[src/rtl/divisor_sec.sv]
// divisor_sec: sequential unsigned restoring divider.
// Each quotient bit takes one SHIFT/SUB pair. Results are held in output registers between operations.
module divisor_sec #(
    parameter int SIZE = 4
) (
    input  logic            clk,
    input  logic            reset_n,
    input  logic            start,
    input  logic [SIZE-1:0] dividend,
    input  logic [SIZE-1:0] divisor,
    output logic [SIZE-1:0] quotient,
    output logic [SIZE-1:0] remainder,
    output logic            busy,
    output logic            div_zero,
    output logic            Fin
);
    // state | meaning
    // IDLE  | waiting for start; results held
    // LOAD  | clear partial remainder and iteration counter
    // SHIFT | shift {R,Q} left one bit
    // SUB   | trial subtract, decide quotient bit
    // DONE  | one-cycle Fin pulse, results valid
    localparam int CW = $clog2(SIZE + 1);
    localparam logic [CW-1:0] CNT_LAST = CW'(SIZE - 1);

    typedef enum logic [2:0] {
        S_IDLE,
        S_LOAD,
        S_SHIFT,
        S_SUB,
        S_DONE
    } state_t;

    state_t          state_q, state_d;
    logic [SIZE:0]   r_q, r_d;
    logic [SIZE-1:0] q_q, q_d;
    logic [SIZE-1:0] m_q, m_d;
    logic [CW-1:0]   cnt_q, cnt_d;
    logic [SIZE-1:0] quot_q, quot_d;
    logic [SIZE-1:0] rem_q, rem_d;
    logic            dz_q, dz_d;
    logic [SIZE+1:0] diff;

    // Extra top bit makes the sign of the trial subtraction explicit.
    assign diff = {1'b0, r_q} - {2'b00, m_q};

    always_comb begin
        state_d = state_q;
        r_d     = r_q;
        q_d     = q_q;
        m_d     = m_q;
        cnt_d   = cnt_q;
        quot_d  = quot_q;
        rem_d   = rem_q;
        dz_d    = dz_q;
        case (state_q)
            S_IDLE: begin
                if (start) begin
                    if (divisor == '0) begin
                        state_d = S_DONE;
                        quot_d  = '1;
                        rem_d   = dividend;
                        dz_d    = 1'b1;
                    end else begin
                        state_d = S_LOAD;
                        m_d     = divisor;
                        q_d     = dividend;
                    end
                end
            end
            S_LOAD: begin
                r_d     = '0;
                cnt_d   = '0;
                state_d = S_SHIFT;
            end
            S_SHIFT: begin
                r_d     = {r_q[SIZE-1:0], q_q[SIZE-1]};
                q_d     = {q_q[SIZE-2:0], 1'b0};
                state_d = S_SUB;
            end
            S_SUB: begin
                if (!diff[SIZE+1]) begin
                    r_d = diff[SIZE:0];
                end
                q_d   = {q_q[SIZE-1:1], ~diff[SIZE+1]};
                cnt_d = cnt_q + 1'b1;
                if (cnt_q == CNT_LAST) begin
                    state_d = S_DONE;
                    quot_d  = q_d;
                    rem_d   = r_d[SIZE-1:0];
                    dz_d    = 1'b0;
                end else begin
                    state_d = S_SHIFT;
                end
            end
            S_DONE:  state_d = S_IDLE;
            default: state_d = S_IDLE;
        endcase
    end

    always_ff @(posedge clk or negedge reset_n) begin
        if (!reset_n) begin
            state_q <= S_IDLE;
            r_q     <= '0;
            q_q     <= '0;
            m_q     <= '0;
            cnt_q   <= '0;
            quot_q  <= '0;
            rem_q   <= '0;
            dz_q    <= 1'b0;
        end else begin
            state_q <= state_d;
            r_q     <= r_d;
            q_q     <= q_d;
            m_q     <= m_d;
            cnt_q   <= cnt_d;
            quot_q  <= quot_d;
            rem_q   <= rem_d;
            dz_q    <= dz_d;
        end
    end

    assign quotient  = quot_q;
    assign remainder = rem_q;
    assign div_zero  = dz_q;
    assign busy      = (state_q == S_LOAD) || (state_q == S_SHIFT) || (state_q == S_SUB);
    assign Fin       = (state_q == S_DONE);

endmodule

[config.mk]
export PLATFORM = sky130hd
export DESIGN_NAME = divisor_sec
export DESIGN_NICKNAME = d
export VERILOG_FILES = /design/src/rtl/divisor_sec.sv
export SDC_FILE = /design/constraint.sdc
export NUM_CORES = 1
export LEC_CHECK = 0
export CAP_MARGIN = 10
export CELL_PAD_IN_SITES_DETAIL_PLACEMENT = 2
export CELL_PAD_IN_SITES_GLOBAL_PLACEMENT = 2
export CORE_MARGIN = 10
export CORE_UTILIZATION = 36
export DETAILED_ROUTE_END_ITERATION = 16
export PLACE_DENSITY = 0.93
export SETUP_SLACK_MARGIN = 0.1
export SKIP_LAST_GASP = 1
export SLEW_MARGIN = 30
export SYNTH_ARGS = -nofsm -noshare
export SYNTH_HDL_FRONTEND = slang
export SYNTH_SLANG_ARGS = --single-unit
[constraint.sdc]
create_clock -name clk -period 3.4 [get_ports clk]
set_clock_uncertainty 0.15 [all_clocks]
set_input_delay 0.34 -clock clk [delete_from_list [all_inputs] [get_ports clk]]
set_output_delay 0.34 -clock clk [all_outputs]
set_load 0.02 [all_outputs]
# --- After elaboration in Yosys (flattened, before gate mapping) ---
# Cells that the tools add are included.
word_totals:
  ff_bits: 28
classes:
  muxes: 22
  addsub: 2
  reduce_logical: 14
  n_eq_ne: 10
  bitwise_logic: 3
ops:
  columns: ["operator", "count"]
  rows:
  - ["4-bit 2-to-1 mux", 8]
  - ["4-bit one-hot mux with 2 select lines", 2]
  - ["5-bit one-hot mux with 3 select lines", 1]
  - ["3-bit one-hot mux with 4 select lines", 1]
  - ["4-bit one-hot mux with 3 select lines", 1]
  - ["2-bit != test, second input constant", 5]
  - ["3-bit by 2-bit == test with 1-bit output, second input constant", 3]
  - ["3-bit 2-to-1 mux", 3]
  - ["4-bit AND reduction", 2]
  - ["3-bit one-hot mux with 2 select lines", 1]
  - ["3-bit AND reduction", 2]
  - ["2-bit nonzero test", 3]
  - ["3-bit nonzero test", 2]
  - ["5-bit by 4-bit subtractor with 6-bit output", 1]
  - ["5-bit 2-to-1 mux", 1]
  - ["4-bit zero test", 1]
  - ["3-bit by 1-bit adder with 3-bit output, second input constant", 1]
  - ["3-bit by 1-bit == test with 1-bit output, second input constant", 1]
  - ["3-bit == test, second input constant", 1]
  - ["3-bit zero test", 1]
  - ["1-bit 2-to-1 mux", 3]
  - ["1-bit inverter", 3]
  - ["1-bit logical OR", 2]
  - ["1-bit one-hot mux with 2 select lines", 1]
  - ["2-bit AND reduction", 1]

# --- Longest topological paths before layout ---
# Gate-level depths: netlist (run 1).
logic_depth:
  depth_word: 4
  depth_mapped: 9
  depth_no_buf: 9

# --- Worst setup path after synthesis (run 1) ---
# No wires, ideal clock.
synth_timing:
  kind: "input to register"
  start: "input divisor[1]"
  end: "register rem_q[3], in the netlist remainder[3]"
  slack_ns: 1.214
  stages: 5
  t_arrival_ns: 1.917
  path_cell_list: "or4_4 or4b_4 a21oi_4 nand2_1 o22a_2"
synth_via:
  elab_chain_cells: 3
synth_lines:
  columns: ["element", "line", "source"]
  rows:
  - ["start: declaration", "10", "input logic [SIZE-1:0] divisor,"]
  - ["4-bit zero test", "59", "if (divisor == '0) begin"]
  - ["2-bit != test (no line)", null, null]
  - ["4-bit AND reduction (no line)", null, null]
  - ["end signal: assignment", "118", "rem_q <= rem_d;"]
  - ["end: declaration", "40", "logic [SIZE-1:0] rem_q, rem_d;"]
# Every way passes these cells.
# A chain may end at the register's enable or synchronous reset.

# --- Worst setup path after layout (run 1) ---
# Same ends and word-level chain as after synthesis.

==> impl_metrics.py, run 1 <==
metrics = {
    "status": {
        "outcome": "finished clean",
    },
    "timing": {
        "finalMaxSlewViolations": 0,
        "worst-slew-pin-transition_ns": 0.592,
        "post-route-min-period_ns": 2.64,
        "slew_headroom_pct": 59.5,
        "setup_tns_ns": 0,
        "setup_violations": 0,
        "whs_ns": 0.286,
        "clock.fmax_mhz": 379,
        "min_period_over_period_pct": 77.7,
        "hold_viol_final": 0,
        "rsz0062_at_grt": "false",
    },
    "die": {
        "core-area_sq_um": 4030,
        "dieHeight_um": 84.6,
        "start_util_pct": 37.3,
        "rows": 23,
        "dieArea_sq_um": 7150,
        "io_pins": 22,
        "chipWidth_um": 84.6,
    },
    "critical_path": {
        "path_buf_inv": 1,
        "path_cells": "clkdlybuf4s50_1 > or4_4 > or4b_4 > a21oi_4 > nand2_1 > o22a_2",
        "cp.depth": 6,
        "cpPeakStageDelay_ns": 0.57,
        "cp.arrival_ns": 2.66,
        "cp_top_family": "simple AND/OR/NAND/NOR gates",
        "cp_max_fo": 19,
        "required_ns": 3.42,
        "crit_type": "input port to register",
        "crit_path_start_kind": "input port",
        "cp_slowest_cell": "or4_4",
        "setup.worst_path.end_class": "register",
        "reg2reg_depth": 6,
    },
    "grt": {
        "track_usage_pct": 12.7,
        "antenna_found_initial": 0,
        "grt_max_degree": 29,
        "grt_pass1_vias": 1407,
        "grt_pass1_wl_mm": 7.54,
        "grt_overflow": 0,
    },
    "synthesis": {
        "ys_types": 39,
        "syn-cell-area_sq_um": 1500,
        "async_flop_share_pct": 100,
        "synth_edf_count": 0,
        "synth_nets": 173,
        "yosysSeqAreaShare_pct": 46.7,
        "synthCells": 155,
        "syn_area_per_cell_sq_um": 9.69,
        "ys_ff_latch": 28,
        "ys_warn_count": 0,
        "ys.flop_type": "dfrtp_1",
    },
    "clocking": {
        "postCtsSetupBuffers": 0,
        "root_buffer": "clkbuf_8",
        "cts_max_level": 1,
        "cts.sinks": 28,
        "clk_pin_slew_ns": 0.10,
        "numCtsBuffers": 3,
        "cts_tree": "built",
        "clockBufferDepth": 2,
        "cts_resized": 0,
        "holdBufCountCts": 0,
        "insertion_delay_ns": 0.28,
    },
    "drt": {
        "drc_errors": 0,
        "firstDrtPassIters": 4,
        "vias": 1230,
        "avgRoutedWirePerCell_um": 20.2,
        "drt_wl_total_mm": 4.53,
        "viasPerCell": 5.47,
        "postRouteAntennaNets": 0,
        "initialDrtViolationCount": 49,
    },
    "final_layout": {
        "utilization_pct": 44.3,
        "drive_above_1_share_pct": 10.9,
        "n_antenna_cell": 0,
        "area.growth.synth_to_final_pct": 18.9,
        "fillers": 441,
        "nets": 194,
    },
    "power": {
        "ir_drop_uv": 421,
        "p_leak_nw": 0.782,
        "cellPowerDensity_nw_per_um2": 1010,
        "power.total_w": 0.00181,
    },
    "placed_design": {
        "io_buffers": 21,
        "place_congestion": 0.738,
        "post-dp-hpwl_mm": 3.53,
    },
    "min_path": {
        "min_path_type": "input port to async pin",
    },
    "job": {
        "maxCapViolations": 0,
    },
}
==> power breakdown <==
part | total (W) | internal (W) | leakage (nW) | switching, W
registers | 0.000611 | 0.000477 | 0.332 | 0.000134
logic | 0.000986 | 0.000409 | 0.421 | 0.000577
clock network | 0.000209 | 0.000104 | 0.0288 | 0.000105
==> per-stage QoR <==
stage / instances / worst slack [ns] / instance area, sq um
after floorplan: 155 / 1.21 / 1500
after global placement: 221 / 0.558 / 1730
after CTS: 225 / 0.764 / 1790
after global routing: 225 / 0.675 / 1790
final: 225 / 0.759 / 1790
after detailed placement: 221 / 0.461 / 1730
==> area by class of cell <==
class / instances / area [sq um] / share of cell area (%)
Sequential cell: 28 / 701 / 39.2
Inverter: 10 / 37.5 / 2.10
Clock buffer: 4 / 55.1 / 3.08
Timing Repair Buffer: 22 / 218 / 12.2
Multi-Input combinational cell: 111 / 712 / 39.9
Tap cell: 50 / 62.6 / 3.50
==> sequential cells by signal (all words and copies together) (netlist names) <==
| name | flops |
|---|---|
| cnt_q | 3 |
| div_zero | 1 |
| m_q | 4 |
| q_q | 4 |
| quotient | 4 |
| r_q | 5 |
| remainder | 4 |
| state_q | 3 |
==> path summary, 6_finish.rpt <==
kind                                      startpoint                        to  slack [ns]
worst max-delay path                      divisor[1]  remainder[3]$_DFFE_PN0P_        0.76
worst min-delay path                         reset_n        r_q[2]$_DFFE_PN0P_        0.29
worst max register to register    r_q[2]$_DFFE_PN0P_  remainder[1]$_DFFE_PN0P_        1.03
worst min register to register  cnt_q[2]$_DFFE_PN0P_      cnt_q[2]$_DFFE_PN0P_        0.37
max in group asynchronous                    reset_n  remainder[3]$_DFFE_PN0P_        2.54
min in group clk                cnt_q[2]$_DFFE_PN0P_      cnt_q[2]$_DFFE_PN0P_        0.37
==> worst register-to-register path: cells and delay by family (launching register included) <==
kind	cells	cell delay, ns
muxes	1	0.39
and+or+nand+nor	1	0.28
DFF	1	0.44
AOI/OAI and AO/OA	3	0.65
adders and majority gates	1	0.40
==> routing by layer <==
layer	track usage, %	wire length, um	part of all wire, %	up-vias
li1	-	-	-	572
met1	13.2	1780	39	633
met2	24.9	2600	57	19
met3	1.35	74	1.6	6
met4	5.24	74	1.6	0
met5	0	0	0	-
==> kinds of logic after synthesis <==
| group | after synthesis | synth area share, % |
|---|---|---|
| AO/OA/AOI/OAI | 36 | 15.7 |
| XOR/XNOR | 1 | 0.583 |
| adder cells (fa/ha/maj) | 7 | 6.33 |
| buffers and inverters | 16 | 5.92 |
| flip-flops | 28 | 46.7 |
| multiplexers | 7 | 5.08 |
| AND/OR/NAND/NOR | 60 | 19.7 |
==> cells in the final DEF (no fill, tap or decap), types with 2 or more instances in the layout <==
cell type | netlist | routed
dfrtp_1 | 28 | 28
clkdlybuf4s50_1 | 0 | 21
nand2_1 | 19 | 19
nor2_1 | 18 | 18
inv_1 | 10 | 10
a21oi_1 | 10 | 10
o21ai_0 | 9 | 9
nand2b_1 | 7 | 7
ha_1 | 6 | 6
mux2_2 | 5 | 5
clkbuf_8 | 1 | 4
or2_2 | 3 | 3
a31oi_1 | 3 | 3
a22oi_1 | 3 | 3
and2_1 | 2 | 2
mux2i_1 | 2 | 2
a21o_1 | 2 | 2
nor3b_1 | 2 | 2
nor3_1 | 2 | 2
==> cell usage after synthesis (all sizes together) (4+ instances only) <==
cell	n	area, sq um
nor2	19	73.8
a21oi	12	75.1
nand2b	7	43.8
dfrtp	28	701
nand2	19	71.3
ha	6	75.1
inv	10	37.5
clkbuf	4	25.0
o21ai	9	45.0
mux2	5	56.3
(Power assumes the default switching activity.)
==> run 2: changes to the inputs <==
CORE_UTILIZATION = 30   (was 36)
PLACE_DENSITY = 0.84   (was 0.93)
clock period = 2.25 ns   (was 3.4 ns; I/O delays follow)
==> run 2 against run 1 <==
Net effect:
- worst hold slack worse by 0.11 ns
- via count up 3.4%
- power up 68%
- flip-flop and latch count unchanged
- sequential power up 49%
- cell area up 11%
- combinational power up 89%
- utilization down 2.9 points
- critical path type unchanged
- largest power group unchanged
==> impl_metrics.py, run 2 (same netlist as run 1, synthesis figures left out) <==
metrics = {
    "timing": {
        "setup_violations": 0,
        "hold_viol_final": 0,
        "setup_tns_ns": 0,
        "slew_headroom_pct": 67.2,
        "min_period_over_period_pct": 93.5,
        "post-route-min-period_ns": 2.10,
        "rsz0062_at_grt": "true",
        "worst-slew-pin-transition_ns": 0.487,
        "clock.fmax_mhz": 475,
        "finalMaxSlewViolations": 0,
    },
    "grt": {
        "grt_max_degree": 29,
        "grt_pass1_wl_mm": 8.00,
        "grt_pass1_vias": 1547,
        "grt_overflow": 0,
        "track_usage_pct": 12.1,
        "antenna_found_initial": 0,
    },
    "clocking": {
        "cts_tree": "built",
        "holdBufCountCts": 0,
        "cts_max_level": 1,
        "cts.sinks": 28,
        "clockBufferDepth": 2,
        "clk_pin_slew_ns": 0.09,
        "numCtsBuffers": 3,
        "root_buffer": "clkbuf_8",
        "insertion_delay_ns": 0.28,
    },
    "critical_path": {
        "cp.arrival_ns": 2.17,
        "required_ns": 2.31,
        "setup.worst_path.end_class": "register",
        "cp_max_fo": 8,
        "crit_type": "input port to register",
        "crit_path_start_kind": "input port",
    },
    "placed_design": {
        "io_buffers": 21,
        "place_inst": 245,
        "post-dp-hpwl_mm": 3.73,
        "place_congestion": 0.781,
    },
    "status": {
        "outcome": "finished clean",
    },
    "die": {
        "chipWidth_um": 90.7,
        "core-area_sq_um": 4790,
        "dieArea_sq_um": 8230,
        "io_pins": 22,
        "start_util_pct": 31.4,
        "dieHeight_um": 90.7,
        "rows": 25,
    },
    "power": {
        "swShare_pct": 44.3,
        "ir_drop_uv": 500,
        "p_clk_share_pct": 9.0,
        "power_frac_seq_pct": 29.9,
        "cellPowerDensity_nw_per_um2": 1530,
        "p_sw_w": 0.00135,
        "p_int_w": 0.00169,
        "pwr-share-comb_pct": 61.1,
        "p_leak_nw": 0.865,
    },
    "final_layout": {
        "n_antenna_cell": 0,
        "regMostFlops": "r_q",
        "largest_reg_flops": 5,
        "final_cell_mix": "dfrtp_1, nand2_1, nor2_1, clkdlybuf4s50_1, buf_4",
        "drive_above_1_share_pct": 23.3,
        "area.growth.synth_to_final_pct": 32.1,
        "mostFrequentLayoutCell": "dfrtp_1",
        "fillers": 536,
        "nets": 209,
        "stdcell_count": 256,
    },
    "min_path": {
        "min_path_type": "input port to async pin",
    },
    "drt": {
        "postRouteAntennaNets": 0,
        "avgRoutedWirePerCell_um": 19.2,
        "initialDrtViolationCount": 49,
        "viasPerCell": 4.97,
        "drt_wl_total_mm": 4.91,
        "vias": 1272,
        "firstDrtPassIters": 4,
        "drc_errors": 0,
    },
    "job": {
        "maxCapViolations": 0,
    },
}
==> run 2: path summary, 6_finish.rpt <==
path,start,end,slack [ns],depth (start not counted)
max,divisor[2],quotient[3]$_DFFE_PN0P_,0.15,8
min,reset_n,cnt_q[1]$_DFFE_PN0P_,0.18,2
max reg2reg,r_q[1]$_DFFE_PN0P_,r_q[3]$_DFFE_PN0P_,0.17,6
min reg2reg,cnt_q[2]$_DFFE_PN0P_,cnt_q[2]$_DFFE_PN0P_,0.35,2
max in group asynchronous,reset_n,r_q[1]$_DFFE_PN0P_,1.48,2
min in group clk,divisor[2],m_q[2]$_DFFE_PN0P_,0.20,2
==> run 2: metal layers <==
layer  routed length (um)  share of wire [%]  up-vias  global-route usage, %
met3                  167                3.4        9                   2.74
met5                    0                  0        -                      0
met2                 2690                 55       21                   23.4
li1                     -                  -      599                      -
met1                 1980                 40      643                   12.5
met4                   78                1.6        0                   3.32
==> run 2: timing repair <==
action,in CTS,in global routing
setup buffers,1,6
hold endpoints to repair,0,0
gates cloned,1,0
gates resized for setup,14,7
setup endpoints to repair,14,11
pin swaps,3,7
==> run 2: critical path, cell delays in order <==
cell and delay, ns:
dlygate4sd2_1 0.24, or4_4 0.55, or4b_4 0.51, a21oi_4 0.23, buf_4 0.17, buf_16 0.11, nor2_2 0.04, a21oi_2 0.10
==> run 2: per-stage QoR <==
step	total power (W)	area [sq um]	setup slack (ns)	util [%]	hold WS (ns)
finish	0.00304	1980	0.147	41.4	0.178
global route	0.00332	1980	0.0493	41.4	0.192
CTS	0.00292	1910	0.0499	39.9	0.184
detailed placement	0.00252	1820	-0.376	38.0	0.337
global placement	0.00235	1820	-0.275	38.0	0.312
floorplan	0.00191	1500	0.179	-	-0.221
==> run 2: cell type report <==
| type | instances | area (sq um) | area share [%] |
|---|---|---|---|
| well taps | 67 | 83.8 | 4.23 |
| multi-input cells | 111 | 761 | 38.4 |
| repair buffers | 37 | 357 | 18.0 |
| clock buffers | 3 | 41.3 | 2.08 |
| inverters | 10 | 37.5 | 1.89 |
| flip-flops and latches | 28 | 703 | 35.5 |
==> run 2: power groups by stage <==
stage	combinational, W	sequential (W)	clock [W]
3_3_place_gp	0.00146	0.000894	0
6_report	0.00186	0.000911	0.000275
2_1_floorplan	0.000982	0.000930	0
5_1_grt	0.00206	0.000946	0.000309
3_5_place_dp	0.00160	0.000917	0
4_1_cts	0.00172	0.000906	0.000286
==> run 3: changes to the inputs <==
ABC_AREA = 1   (was not set)
CORE_UTILIZATION = 28   (was 30)
==> run 3 against run 2 <==
Net effect:
- worst setup slack better by 0.079 ns
- power decreased by 0.54%
- sequential share of layout area increased by 0.53 points
- flip-flop and latch count is the same
- critical path depth decreased by 5
- non-clock buffer count is 12 lower
- fmax is 3.9% higher
==> impl_metrics.py, run 3 <==
metrics = {
    "final_layout": {
        "design_area_sq_um": 1950,
        "nets": 248,
        "utilization_pct": 35.6,
        "largest_reg_flops": 5,
        "final_cell_mix": "nand2_1, dfrtp_1, nand3_1, inv_1, clkdlybuf4s50_1",
        "mostFrequentLayoutCell": "nand2_1",
        "drive_above_1_share_pct": 10.0,
        "n_antenna_cell": 0,
        "regMostFlops": "r_q",
        "area.growth.synth_to_final_pct": 24.2,
        "fillers": 685,
    },
    "synthesis": {
        "synthTopCellsByArea": "dfrtp_1, nand2_1, nand3_1",
        "ys_ff_latch": 28,
        "synth_simple_gate_area_share_pct": 31.2,
        "synth_nets": 221,
        "syn_area_per_cell_sq_um": 7.74,
        "yosys.area_share.adder_pct": 6.06,
        "syn-cell-area_sq_um": 1570,
        "synth_top_cell_area_share_pct": 44.6,
        "synth-xor-area-share_pct": 0.558,
        "synth_top_family_by_area": "simple AND/OR/NAND/NOR gates",
        "ys_warn_count": 0,
        "yosysTopAreaCell": "dfrtp_1",
        "ys.flop_type": "dfrtp_1",
        "async_flop_share_pct": 100,
        "yosys-top-cells-count": "nand2_1, dfrtp_1, nand3_1, inv_1, nor2_1",
        "muxShareOfSynthArea_pct": 0,
        "yosysSeqAreaShare_pct": 44.6,
        "yosys.cell_count.top_type": "nand2_1",
        "ys_types": 25,
        "synth_compound_area_share_pct": 8.84,
        "synthCells": 203,
        "synth_edf_count": 0,
    },
    "die": {
        "chipWidth_um": 94.9,
        "start_util_pct": 28.7,
        "core-area_sq_um": 5470,
        "rows": 27,
        "dieArea_sq_um": 9000,
        "dieHeight_um": 94.9,
        "io_pins": 22,
    },
    "critical_path": {
        "crit_path_start_kind": "register",
        "reg2reg_to": "remainder[2]$_DFFE_PN0P_",
        "rrSetupSlack_ns": 0.30,
        "reg2reg_depth": 9,
        "setup.worst_path.end_class": "output pin",
        "crit_type": "register to output pin",
        "startpoint": "state_q[0]$_DFFE_PN0N_",
        "endpoint": "busy",
        "cp.arrival_ns": 1.65,
        "cp_max_fo": 8,
        "required_ns": 1.88,
        "timing.rr.start": "r_q[0]$_DFFE_PN0P_",
    },
    "grt": {
        "antenna_found_initial": 0,
        "grt_pass1_vias": 1785,
        "grt_pass1_wl_mm": 8.80,
        "track_usage_pct": 12.2,
        "grt_max_degree": 29,
        "grt_overflow": 0,
    },
    "status": {
        "outcome": "finished clean",
    },
    "power": {
        "cellPowerDensity_nw_per_um2": 1550,
        "p_int_w": 0.00159,
        "pwr-share-comb_pct": 56.2,
        "power_frac_seq_pct": 29.9,
        "ir_drop_uv": 377,
        "p_leak_nw": 0.987,
        "swShare_pct": 47.4,
        "p_clk_share_pct": 13.9,
        "p_sw_w": 0.00144,
    },
    "clocking": {
        "postCtsSetupBuffers": 0,
        "cts.sinks": 28,
        "clockBufferDepth": 2,
        "cts_tree": "built",
        "holdBufCountCts": 0,
        "insertion_delay_ns": 0.29,
        "root_buffer": "clkbuf_8",
        "cts_resized": 0,
        "clk_pin_slew_ns": 0.11,
        "numCtsBuffers": 3,
        "cts_max_level": 1,
    },
    "timing": {
        "slew_headroom_pct": 73.7,
        "hold_viol_final": 0,
        "finalWorstSetupSlack_ns": 0.226,
        "finalMaxSlewViolations": 0,
        "post-route-min-period_ns": 2.02,
        "setup_tns_ns": 0,
        "clock.fmax_mhz": 494,
        "worst-slew-pin-transition_ns": 0.395,
        "min_period_over_period_pct": 90.0,
        "rsz0062_at_grt": "true",
        "setup_violations": 0,
    },
    "drt": {
        "initialDrtViolationCount": 52,
        "drc_errors": 0,
        "vias": 1515,
        "postRouteAntennaNets": 0,
        "viasPerCell": 5.03,
        "firstDrtPassIters": 3,
        "drt_wl_total_mm": 5.12,
        "avgRoutedWirePerCell_um": 17.0,
    },
    "placed_design": {
        "dpl_cell_area_sq_um": 1870,
        "io_buffers": 21,
        "place_congestion": 0.777,
        "dp_slack_ns": 0.276,
        "post-dp-hpwl_mm": 3.97,
    },
    "min_path": {
        "min_path_type": "input port to async pin",
    },
    "job": {
        "maxCapViolations": 0,
    },
}
## run 3: cell type report
| type | count | area (sq um) | area share [%] |
|---|---|---|---|
| sequential | 28 | 702 | 36.0 |
| inverter | 29 | 109 | 5.58 |
| multi-input combinational | 143 | 738 | 37.8 |
| clock inverter | 1 | 30.0 | 1.54 |
| clock buffer | 3 | 41.3 | 2.12 |
| timing repair buffer | 25 | 240 | 12.3 |
| tap | 72 | 90.1 | 4.62 |
## run 3: cell families after synthesis
kind of cell	Yosys count
flip-flops	28
buffers and inverters	32
XOR/XNOR	1
AO/OA/AOI/OAI	23
adder cells (fa/ha/maj)	7
AND/OR/NAND/NOR	112
## run 3: through the flow
step,cells,power [W],hold slack [ns]
3_3_place_gp,297,0.00249,0.317
4_1_cts,301,0.00307,0.186
6_report,301,0.00303,0.172
5_1_grt,301,0.00333,0.200
2_1_floorplan,203,0.00198,-0.221
3_5_place_dp,297,0.00262,0.336
## run 3: power groups by stage
| stage | clock network [W] | logic, W | registers, W |
|---|---|---|---|
| 6_report | 0.000421 | 0.00170 | 0.000906 |
| 5_1_grt | 0.000443 | 0.00195 | 0.000940 |
| 4_1_cts | 0.000432 | 0.00173 | 0.000907 |
| 3_5_place_dp | 0 | 0.00170 | 0.000918 |
| 3_3_place_gp | 0 | 0.00159 | 0.000900 |
| 2_1_floorplan | 0 | 0.00104 | 0.000940 |
## run 3: how the worst min path moves through the flow
| stage | startpoint | cells after the start | end |
|---|---|---|---|
| 6_report | reset_n | 2 | cnt_q[0]$_DFFE_PN0P_ |
| 5_1_grt | reset_n | 2 | cnt_q[0]$_DFFE_PN0P_ |
| 4_1_cts | reset_n | 2 | cnt_q[0]$_DFFE_PN0P_ |
| 3_5_place_dp | quotient[2]$_DFFE_PN0P_ | 2 | quotient[2]$_DFFE_PN0P_ |
| 3_3_place_gp | cnt_q[2]$_DFFE_PN0P_ | 2 | cnt_q[2]$_DFFE_PN0P_ |
| 2_1_floorplan | reset_n | 0 | cnt_q[0]$_DFFE_PN0P_ |
## run 3: worst max-delay path, stage by stage (launching register included)
cell             delay (ns)
dfrtp_2                0.49
nor2_2                 0.09
nor2_1                 0.14
clkdlybuf4s50_1        0.63
## run 3: per-layer routing
layer	vias to the layer above	global-route usage, %	part of all wire, %
met4	0	5.11	2.0
li1	706	-	-
met3	7	1.35	2.6
met1	785	13.6	42
met5	-	0	0
met2	17	22.8	53
==> patch: new RTL, config.mk and constraints of run 2 <==
Register the outputs `busy` and `Fin`, cleared by the reset; this adds one clock of latency there. The other outputs are not delayed to match. Comments in the files are not updated.
--- a/src/rtl/divisor_sec.sv
+++ b/src/rtl/divisor_sec.sv
@@ -123,8 +123,15 @@
     assign quotient  = quot_q;
     assign remainder = rem_q;
     assign div_zero  = dz_q;
-    assign busy      = (state_q == S_LOAD) || (state_q == S_SHIFT) || (state_q == S_SUB);
-    assign Fin       = (state_q == S_DONE);
+    always_ff @(posedge clk or negedge reset_n) begin
+        if (!reset_n) begin
+            busy <= '0;
+            Fin  <= '0;
+        end else begin
+            busy <= (state_q == S_LOAD) || (state_q == S_SHIFT) || (state_q == S_SUB);
+            Fin  <= (state_q == S_DONE);
+        end
+    end
 
 endmodule
 
Function: changed (Yosys sat finds a counterexample within 4 cycles, from zero or initial values and one cycle with reset_n low).
==> patch against run 2 <==
- wire length fell by 4.6%
- setup slack improved by 13 ps
- sequential cell count rose by 2
- power fell by 3.9%
- synthesized area rose by 1.3%
- core utilization fell by 0.42 points
- largest cell class is now flip-flops and latches
- critical path depth fell by 1
- count of clock-buffer cells in the layout rose by 4
- non-clock buffer count fell by 8
- worst hold slack got worse by 1.0 ps
- design area fell by 0.38%
- sequential power rose by 4.5%
==> patch: results <==
metrics = {
    "global_routing": {
        "grt_pass1_vias": 1552,
        "grtUsageMet1_pct": 13.8,
        "met3_usage_pct": 3.87,
        "grt_max_degree": 31,
        "track_usage_pct": 12.1,
        "grt_pass1_wl_mm": 8.14,
    },
    "placed_design": {
        "placed_area_um2": 1830,
        "gp_congestion": 0.807,
        "hpwl_mm": 3.36,
    },
    "worst_setup_path": {
        "rr_worst_depth": 9,
        "path_max_fanout": 9,
        "setup.worst_path.start": "divisor[1]",
        "cp.arrival_ps": 2090,
        "worstReg2RegEnd": "r_q[4]",
        "max_stage_delay_ps": 530,
        "crit_end": "remainder[0]",
        "worstReg2RegStart": "r_q[0]",
    },
    "cells_and_area": {
        "final_nets": 204,
        "fillers": 544,
        "drive_gt1_share_pct": 13.9,
    },
    "clock_tree": {
        "htreeDepth": 2,
        "path_clk_slew_ps": 70,
    },
    "routing": {
        "top_layer_used": "met4",
        "via_per_inst": 5.13,
        "avgRoutedWirePerCell_um": 18.4,
        "wl_met1_mm": 2.02,
        "met2_length_mm": 2.35,
        "dr_wl_met3_um": 222,
    },
    "logic_synthesis": {
        "ys_seq_area_share_pct": 49.3,
        "yosys-top-cells-count": "dfrtp_1, nand2_1, nor2_1, a21oi_1, o21ai_0",
        "synth_cell_types": 36,
        "synth_area_leaders": "dfrtp_1, ha_1, nand2_1",
    },
    "power_and_ir_drop": {
        "pwr-share-seq_pct": 32.6,
        "clock_power_share_pct": 15.9,
        "cellInternalPower_mw": 1.66,
        "ir_worst_vdd_uv": 603,
        "p_per_area_nw_per_um2": 1480,
    },
    "status": {
        "status": "complete, no violations",
    },
    "timing": {
        "relSlewSlack_pct": 73.1,
    },
}
## patch: cell types whose count changed after synthesis, moves of 2 or more
cell             run 2  this run
inv_1               10         8
dfrtp_1             28        30
a21oi_1             10        12
o21a_1               0         3
a31oi_1              3         6
nand2b_1             7         4
## patch: repair_timing
| action | in CTS | in global routing |
|---|---|---|
| cloned | 1 | 0 |
| pin swaps | 2 | 1 |
| endpoints found under the setup margin | 9 | 6 |
| setup buffers | 2 | 0 |
| resized for setup | 5 | 2 |
## patch: through the flow
stage                     std cells  setup slack, ps  total power, mW  hold slack, ps
after detailed placement        243             -348             2.43             342
after global placement          243             -214             2.31             313
final                           254              160             2.92             177
after floorplan                 155              188             1.87            -221
after global routing            254             40.9             3.21             198
after CTS                       254              115             2.95             183
## patch: worst min-delay path by stage
stage / from / to / slack [ps] / depth (start not counted)
detailed placement: cnt_q[2] / cnt_q[2] / 340 / 2
global placement: cnt_q[2] / cnt_q[2] / 310 / 2
CTS: divisor[0] / m_q[0] / 180 / 2
floorplan: reset_n / Fin / -220 / 0
finish: reset_n / state_q[1] / 180 / 2
global route: divisor[1] / m_q[1] / 200 / 2
## patch: cells by family after synthesis
| kind of cell | after synthesis | share of synthesized area, % |
|---|---|---|
| xor+xnor | 1 | 0.576 |
| fa+ha+maj | 7 | 6.25 |
| flops | 30 | 49.3 |
| buf+inv | 13 | 4.28 |
| simple gates | 59 | 19.7 |
| compound gates | 40 | 16.3 |
| mux | 5 | 3.62 |
## patch: final cells by class
class	instances	area share, %
Clock buffer	7	4.37
Clock inverter	1	0.253
Inverter	8	1.52
Multi-Input combinational cell	112	35.9
Sequential cell	30	38.0
Tap cell	67	4.24
Timing Repair Buffer	29	15.7
